$ cat config.mk
export PLATFORM = sky130hd
export DESIGN_NAME = hazard_stall_unit_flat
export DESIGN_NICKNAME = d
export VERILOG_FILES = /design/src/rtl/hazard_stall_unit_if.sv /design/src/rtl/hazard_stall_unit.sv /design/src/flat_wrapper.sv
export SDC_FILE = /design/constraint.sdc
export NUM_CORES = 1
export LEC_CHECK = 0
export ABC_AREA = 1
export CORE_AREA = 2 2 60 62
export CTS_CLUSTER_SIZE = 16
export DETAILED_ROUTE_END_ITERATION = 7
export DIE_AREA = 0 0 62 64
export PLACE_DENSITY = 0.76
export SKIP_CTS_REPAIR_TIMING = 1
export SLEW_MARGIN = 10
export SYNTH_ARGS = -nofsm -noshare
export SYNTH_HDL_FRONTEND = slang
export SYNTH_SLANG_ARGS = --single-unit
$ cat constraint.sdc
create_clock -name clk -period 3 [get_ports clk]
set_input_delay 0.3 -clock clk [delete_from_list [all_inputs] [get_ports clk]]
set_output_delay 0.3 -clock clk [all_outputs]
set_load 0.01 [all_outputs]
$ cat src/rtl/hazard_stall_unit_if.sv
// Pipeline <-> hazard unit signal bundle.
// master = pipeline side, slave = hazard_stall_unit.
interface hazard_stall_unit_if #(
    parameter int CNT_W = 16
);
    logic             id_ex_mem_read;
    logic [4:0]       id_ex_rt;
    logic [4:0]       if_id_rs;
    logic [4:0]       if_id_rt;
    logic             if_id_uses_rt;
    logic             branch_taken;
    logic             pc_write;
    logic             if_id_write;
    logic             id_ex_bubble;
    logic             if_id_flush;
    logic             stall_active;
    logic [CNT_W-1:0] stall_cycles;

    modport master (
        output id_ex_mem_read, id_ex_rt,
        output if_id_rs, if_id_rt, if_id_uses_rt,
        output branch_taken,
        input  pc_write, if_id_write, id_ex_bubble,
        input  if_id_flush, stall_active, stall_cycles
    );

    modport slave (
        input  id_ex_mem_read, id_ex_rt,
        input  if_id_rs, if_id_rt, if_id_uses_rt,
        input  branch_taken,
        output pc_write, if_id_write, id_ex_bubble,
        output if_id_flush, stall_active, stall_cycles
    );
endinterface

$ cat src/rtl/hazard_stall_unit.sv
// Load-use hazard detector, stall/flush control and
// saturating stall-cycle counter.
module hazard_stall_unit #(
    parameter int LOAD_STALL_CYCLES = 1,
    parameter int CNT_W             = 16
) (
    input logic               clk,
    input logic               rst,
    hazard_stall_unit_if.slave hif
);
    typedef enum logic {RUN, HOLD} state_t;

    localparam logic [2:0] REM_INIT = 3'(LOAD_STALL_CYCLES - 1);
    localparam bit         MULTI    = (LOAD_STALL_CYCLES > 1);

    state_t     state, state_n;
    logic [2:0] rem, rem_n;
    logic [CNT_W-1:0] cnt;
    logic       haz;
    logic       stall;

    assign haz = hif.id_ex_mem_read && (hif.id_ex_rt != 5'd0) &&
                 ((hif.id_ex_rt == hif.if_id_rs) ||
                  (hif.if_id_uses_rt && (hif.id_ex_rt == hif.if_id_rt)));

    // Reset masks the stall so the front end free-runs while rst is high.
    assign stall = !rst && ((state == HOLD) || haz);

    always_ff @(posedge clk or posedge rst) begin
        if (rst) begin
            state <= RUN;
            rem   <= 3'd0;
        end else begin
            state <= state_n;
            rem   <= rem_n;
        end
    end

    always_comb begin
        state_n = state;
        rem_n   = rem;
        unique case (state)
            RUN: begin
                if (haz && MULTI) begin
                    state_n = HOLD;
                    rem_n   = REM_INIT;
                end
            end
            HOLD: begin
                rem_n = rem - 3'd1;
                if (rem == 3'd1) state_n = RUN;
            end
        endcase
    end

    always_comb begin
        hif.pc_write     = !stall;
        hif.if_id_write  = !stall;
        hif.id_ex_bubble = stall;
        hif.stall_active = stall;
        hif.if_id_flush  = !rst && hif.branch_taken && !stall;
        hif.stall_cycles = cnt;
    end

    always_ff @(posedge clk or posedge rst) begin
        if (rst) begin
            cnt <= '0;
        end else if (stall && (cnt != '1)) begin
            cnt <= cnt + CNT_W'(1);
        end
    end
endmodule

$ cat src/flat_wrapper.sv
// flat-port wrapper written by rule: the top's interface ports become plain ports
module hazard_stall_unit_flat 
#(
    parameter int LOAD_STALL_CYCLES = 1,
    parameter int CNT_W             = 16
)
  (clk, rst, hif_id_ex_mem_read, hif_id_ex_rt, hif_if_id_rs, hif_if_id_rt, hif_if_id_uses_rt, hif_branch_taken, hif_pc_write, hif_if_id_write, hif_id_ex_bubble, hif_if_id_flush, hif_stall_active, hif_stall_cycles);
  hazard_stall_unit_if #(.CNT_W(CNT_W)) hif_i ();
  input logic clk;
  input logic rst;
  input wire logic [$bits(hif_i.id_ex_mem_read)-1:0] hif_id_ex_mem_read;
  input wire logic [$bits(hif_i.id_ex_rt)-1:0] hif_id_ex_rt;
  input wire logic [$bits(hif_i.if_id_rs)-1:0] hif_if_id_rs;
  input wire logic [$bits(hif_i.if_id_rt)-1:0] hif_if_id_rt;
  input wire logic [$bits(hif_i.if_id_uses_rt)-1:0] hif_if_id_uses_rt;
  input wire logic [$bits(hif_i.branch_taken)-1:0] hif_branch_taken;
  output wire logic [$bits(hif_i.pc_write)-1:0] hif_pc_write;
  output wire logic [$bits(hif_i.if_id_write)-1:0] hif_if_id_write;
  output wire logic [$bits(hif_i.id_ex_bubble)-1:0] hif_id_ex_bubble;
  output wire logic [$bits(hif_i.if_id_flush)-1:0] hif_if_id_flush;
  output wire logic [$bits(hif_i.stall_active)-1:0] hif_stall_active;
  output wire logic [$bits(hif_i.stall_cycles)-1:0] hif_stall_cycles;
  assign hif_i.id_ex_mem_read = hif_id_ex_mem_read;
  assign hif_i.id_ex_rt = hif_id_ex_rt;
  assign hif_i.if_id_rs = hif_if_id_rs;
  assign hif_i.if_id_rt = hif_if_id_rt;
  assign hif_i.if_id_uses_rt = hif_if_id_uses_rt;
  assign hif_i.branch_taken = hif_branch_taken;
  assign hif_pc_write = hif_i.pc_write;
  assign hif_if_id_write = hif_i.if_id_write;
  assign hif_id_ex_bubble = hif_i.id_ex_bubble;
  assign hif_if_id_flush = hif_i.if_id_flush;
  assign hif_stall_active = hif_i.stall_active;
  assign hif_stall_cycles = hif_i.stall_cycles;
  hazard_stall_unit #(.LOAD_STALL_CYCLES(LOAD_STALL_CYCLES), .CNT_W(CNT_W)) u_core (.clk(clk), .rst(rst), .hif(hif_i));
endmodule
Word-level counts from Yosys, hierarchy flattened. Index checks and enable logic that the tools add are counted.

Logic and storage cells: 23. Latch bits: 0. Memory bits (writable): 0. Register bits: 20. ROM bits: 0. Output and inout bits: 21. Memories kept: 0.

Divide/modulo/power cells: 0. Magnitude comparators: 0. Add/subtract/negate cells: 2. Reductions and logical operators: 12. Bitwise operators: 0. Shifts and indexed selects: 0. Equality and inequality tests: 4. Mux-type cells: 2. Multiply operators: 0.

Operators by type and width (count): adder 16 x 1 -> 16 bit (second input constant) (1); inequality test 16 bit (second input constant) (1); == test 5 bit (2); logical AND 1 bit (7); nonzero test 5 bit (1); == test 3 x 1 -> 1 bit (second input constant) (1); subtractor 3 x 1 -> 3 bit (second input constant) (1); logical NOT 1 bit (2); logical OR 1 bit (2); two-way mux 1 bit (2).

Depth between registers and ports, before layout.
Word-level depth: 8. Mapped depth: 12.

Least setup slack after synthesis. No wires, ideal clock.

Path type: input to output. Start: input rst. End: output hif_stall_active. Arrival time: 1.808 ns. Slack: 0.892 ns. Stages on the path: 5. Buffers on the path: 2. Cell sequence: inv_1 -> buf_1 -> nand2_1 -> inv_2 -> buf_4.

Cells in the longest elaborated chain, start to end: 2.

Ends and longest elaborated chain: start, declared (RTL line flat_wrapper.sv:10) `input logic rst;`; logical NOT 1 bit (RTL line hazard_stall_unit.sv:27) `assign stall = !rst && ((state == HOLD) || haz);`; logical AND 1 bit (RTL line hazard_stall_unit.sv:27); end, declared (RTL line flat_wrapper.sv:21) `output wire logic [$bits(hif_i.stall_active)-1:0] hif_stall_active;`.

Every way passes these cells.

Final worst setup path.
Start: input hif_id_ex_rt[0]. End: output hif_if_id_flush.

Cells in the longest elaborated chain, start to end: 8. Elaborated cells on any way between the ends: 11. Classes of those cells: eq/ne: 2; reduce/logical: 9.

Ends and longest elaborated chain: start, declared (RTL line flat_wrapper.sv:12) `input wire logic [$bits(hif_i.id_ex_rt)-1:0] hif_id_ex_rt;`; == test 5 bit (RTL line hazard_stall_unit.sv:24) `(hif.if_id_uses_rt && (hif.id_ex_rt == hif.if_id_rt)));`; logical AND 1 bit (RTL line hazard_stall_unit.sv:24); logical OR 1 bit (RTL line hazard_stall_unit.sv:23) `((hif.id_ex_rt == hif.if_id_rs) ||`; logical AND 1 bit (*) (RTL line hazard_stall_unit.sv:22) `assign haz = hif.id_ex_mem_read && (hif.id_ex_rt != 5'd0) &&`; logical OR 1 bit (*) (RTL line hazard_stall_unit.sv:27); logical AND 1 bit (*) (RTL line hazard_stall_unit.sv:27); logical NOT 1 bit (*) (RTL line hazard_stall_unit.sv:61) `hif.if_id_flush = !rst && hif.branch_taken && !stall;`; logical AND 1 bit (*) (RTL line hazard_stall_unit.sv:61); end, declared (RTL line flat_wrapper.sv:20) `output wire logic [$bits(hif_i.if_id_flush)-1:0] hif_if_id_flush;`.

Every way passes the cells marked *; elsewhere a longest branch is shown, timed or not.

==> flow_metrics.env <==
export IMPL_status="completed"
export IMPL_cts_tree="yes"
export IMPL_finalCriticalPeriod_ps=2410
export IMPL_fmax_ghz=0.415
export IMPL_start_kind="input port"
export IMPL_cts_root_buf="clkbuf_4"
export IMPL_synth_cell_types=23
export IMPL_postSynthAreaPerCell_um2=6.82
export IMPL_drtAntennaViolNets=0
export IMPL_synthesis_area_um2=1490
export IMPL_met3_wirelength_um=128
export IMPL_place_congestion=0.893
export IMPL_clock_sinks=20
export IMPL_n_fill_cell=309
export IMPL_path_cells="clkdlybuf4s50_1 -> inv_2 -> nand4_1 -> o21ai_0 -> inv_1 -> nand2_1 -> nand2_2 -> buf_4 -> nor2_1 -> clkdlybuf4s50_1"
export IMPL_drc=0
export IMPL_n_antenna_cell=0
export IMPL_max_cap_violations=0
export IMPL_die_w_um=62
export IMPL_whs_ps=110
export IMPL_clockBufferDepth=2
export IMPL_relSlewSlack=0.794
export IMPL_drive_gt1_frac=0.0895
export IMPL_critPathMaxStageDelay_ps=540
export IMPL_cp_arrival_ps=2110
export IMPL_crit_path_end_kind="primary output"
export IMPL_rows=21
export IMPL_grt_pass1_wl_um=5730
export IMPL_r2r_setup_slack_ps=1230
export IMPL_path_common_cell="clkdlybuf4s50_1"
export IMPL_path_class="in -> out"
export IMPL_dp_final_hpwl_um=2480
export IMPL_finalSetupViolations=0
export IMPL_power_uw=657
export IMPL_required_ps=2700
export IMPL_io_pins=41
export IMPL_finalMaxSlewViolations=0
export IMPL_fp_coreArea_um2=3280
export IMPL_finalHoldViolCount=0
export IMPL_utilization=0.600
export IMPL_cts_buffers=3
export IMPL_critical_path_top_delay_family="buffers and inverters"
export IMPL_rsz0062_at_grt="false"
export IMPL_synth_seq_cells=20
export IMPL_critical_path_max_fanout=21
export IMPL_grt_max_degree=22
export IMPL_slowest_stage="clkdlybuf4s50_1"
export IMPL_vias=1457
export IMPL_drt_initial_drc_count=68
export IMPL_cp_num_buf_inv=5
export IMPL_wl_met2_um=1440
export IMPL_grt_ovfl_total=0
export IMPL_h_tree_depth=1
export IMPL_fin_crit_sh=0.803
export IMPL_syn2layout_area_growth_pct=32.5
export IMPL_syn_inst=218
export IMPL_p_per_area_nw_per_um2=333
export IMPL_synthesis_nets=241
export IMPL_totalWireLength_um=3210
export IMPL_antenna_found_initial=0
export IMPL_track_usage=0.183
export IMPL_fin_tns_setup_ps=0
export IMPL_yosysSeqAreaShare=0.336
export IMPL_ys_warn_count=0
export IMPL_via_per_inst=4.81
export IMPL_drt_met1_wl_um=1590
export IMPL_vdd_drop_max_mv=0.169
export IMPL_clk_latency_ps=320
export IMPL_fin_nets=281
export IMPL_die_y_um=64
export IMPL_p_leak_uw=0.000983
export IMPL_worst_pin_slew_ps=309
export IMPL_portBuffers=40
export IMPL_cts_clk_slew_worst_paths_ps=130
export IMPL_grt_pass1_vias=1337
export IMPL_top_layer="met4"
export IMPL_start_util=0.453
export IMPL_worstHoldPathType="in -> async"
export IMPL_die_area_um2=3970
export IMPL_fin_skew_ps=17.7
export IMPL_drt_first_pass_iters=4
export IMPL_wl_per_cell_um=10.6
[worst reg2reg max path, cell delays in order (launching register included)]
cell     delay (ps)
dfrtp_1         420
ha_1            250
nand3_2         140
nor2_4          180
nand4_4         240
nand3_2         330
nand2_1         100
nand2_1          70
[stage by stage]
stage          cells  worst slack (ps)  instance area (µm²)
3_3_place_gp     299               620                 1920
4_1_cts          303               581                 1970
3_5_place_dp     299               582                 1920
5_1_grt          303               401                 1970
2_1_floorplan    218               892                 1490
6_report         303               591                 1970
[cell usage in the layout (no fill, tap or decap), drive strengths merged]
| cell | instances |
|---|---|
| a21oi | 1 |
| buf | 3 |
| bufinv | 1 |
| clkbuf | 3 |
| clkdlybuf4s50 | 40 |
| dfrtp | 20 |
| ha | 3 |
| inv | 32 |
| nand2 | 82 |
| nand3 | 13 |
| nand4 | 21 |
| nor2 | 18 |
| nor3 | 6 |
| o21ai | 2 |
| xnor2 | 3 |
| xor2 | 9 |
[sequential cells by signal (all words and copies together) (netlist names)]
name                     count
u_core.state                 1
u_core.hif.stall_cycles     16
u_core.rem                   3
[synthesized netlist by cell type (all sizes together)]
master  number  share of area
xnor2        3          0.018
xor2         9          0.053
nor3         6          0.024
dfrtp       20           0.34
inv         32          0.081
nand3       13          0.050
ha           3          0.025
nand4       21          0.098
a21oi        1         0.0034
nor2        18          0.061
buf          8          0.034
nand2       82           0.21
o21ai        2         0.0067
[power by group]
group	switching (µW)	internal [µW]	total, µW
Sequential	16.3	282	298
Clock	91.0	135	226
Combinational	63.5	69.3	133
[routing by layer]
layer / GRT usage / up-vias
li1: - / 768
met1: 0.266 / 650
met2: 0.283 / 35
met3: 0.0142 / 4
met4: 0.0559 / 0
met5: 0 / -
[final cells by class]
cell class | count | area, µm² | share of cell area
timing repair buffer | 43 | 423 | 0.215
sequential | 20 | 500 | 0.254
tap | 46 | 57.6 | 0.0292
inverter | 32 | 120 | 0.0610
clock inverter | 1 | 30.0 | 0.0152
clock buffer | 3 | 22.5 | 0.0114
multi-input combinational | 158 | 817 | 0.415
[worst paths after layout]
kind	startpoint	to	cells after the start
min in group clk	u_core.state	u_core.rem[0]	1
max	hif_id_ex_rt[0]	hif_if_id_flush	10
max in group asynchronous	rst	u_core.hif.stall_cycles[2]	4
min	rst	u_core.rem[1]	2
min reg2reg	u_core.state	u_core.rem[0]	1
max reg2reg	u_core.hif.stall_cycles[1]	u_core.hif.stall_cycles[3]	7
[logic make-up after synthesis]
group | count (synthesis) | share of synthesized area
AND/OR/NAND/NOR | 140 | 0.443
buffers and inverters | 40 | 0.114
flip-flops | 20 | 0.336
XOR/XNOR | 12 | 0.0707
AO/OA/AOI/OAI | 3 | 0.0101
adder cells (fa/ha/maj) | 3 | 0.0252
Power figures use the tool's default switching activity.
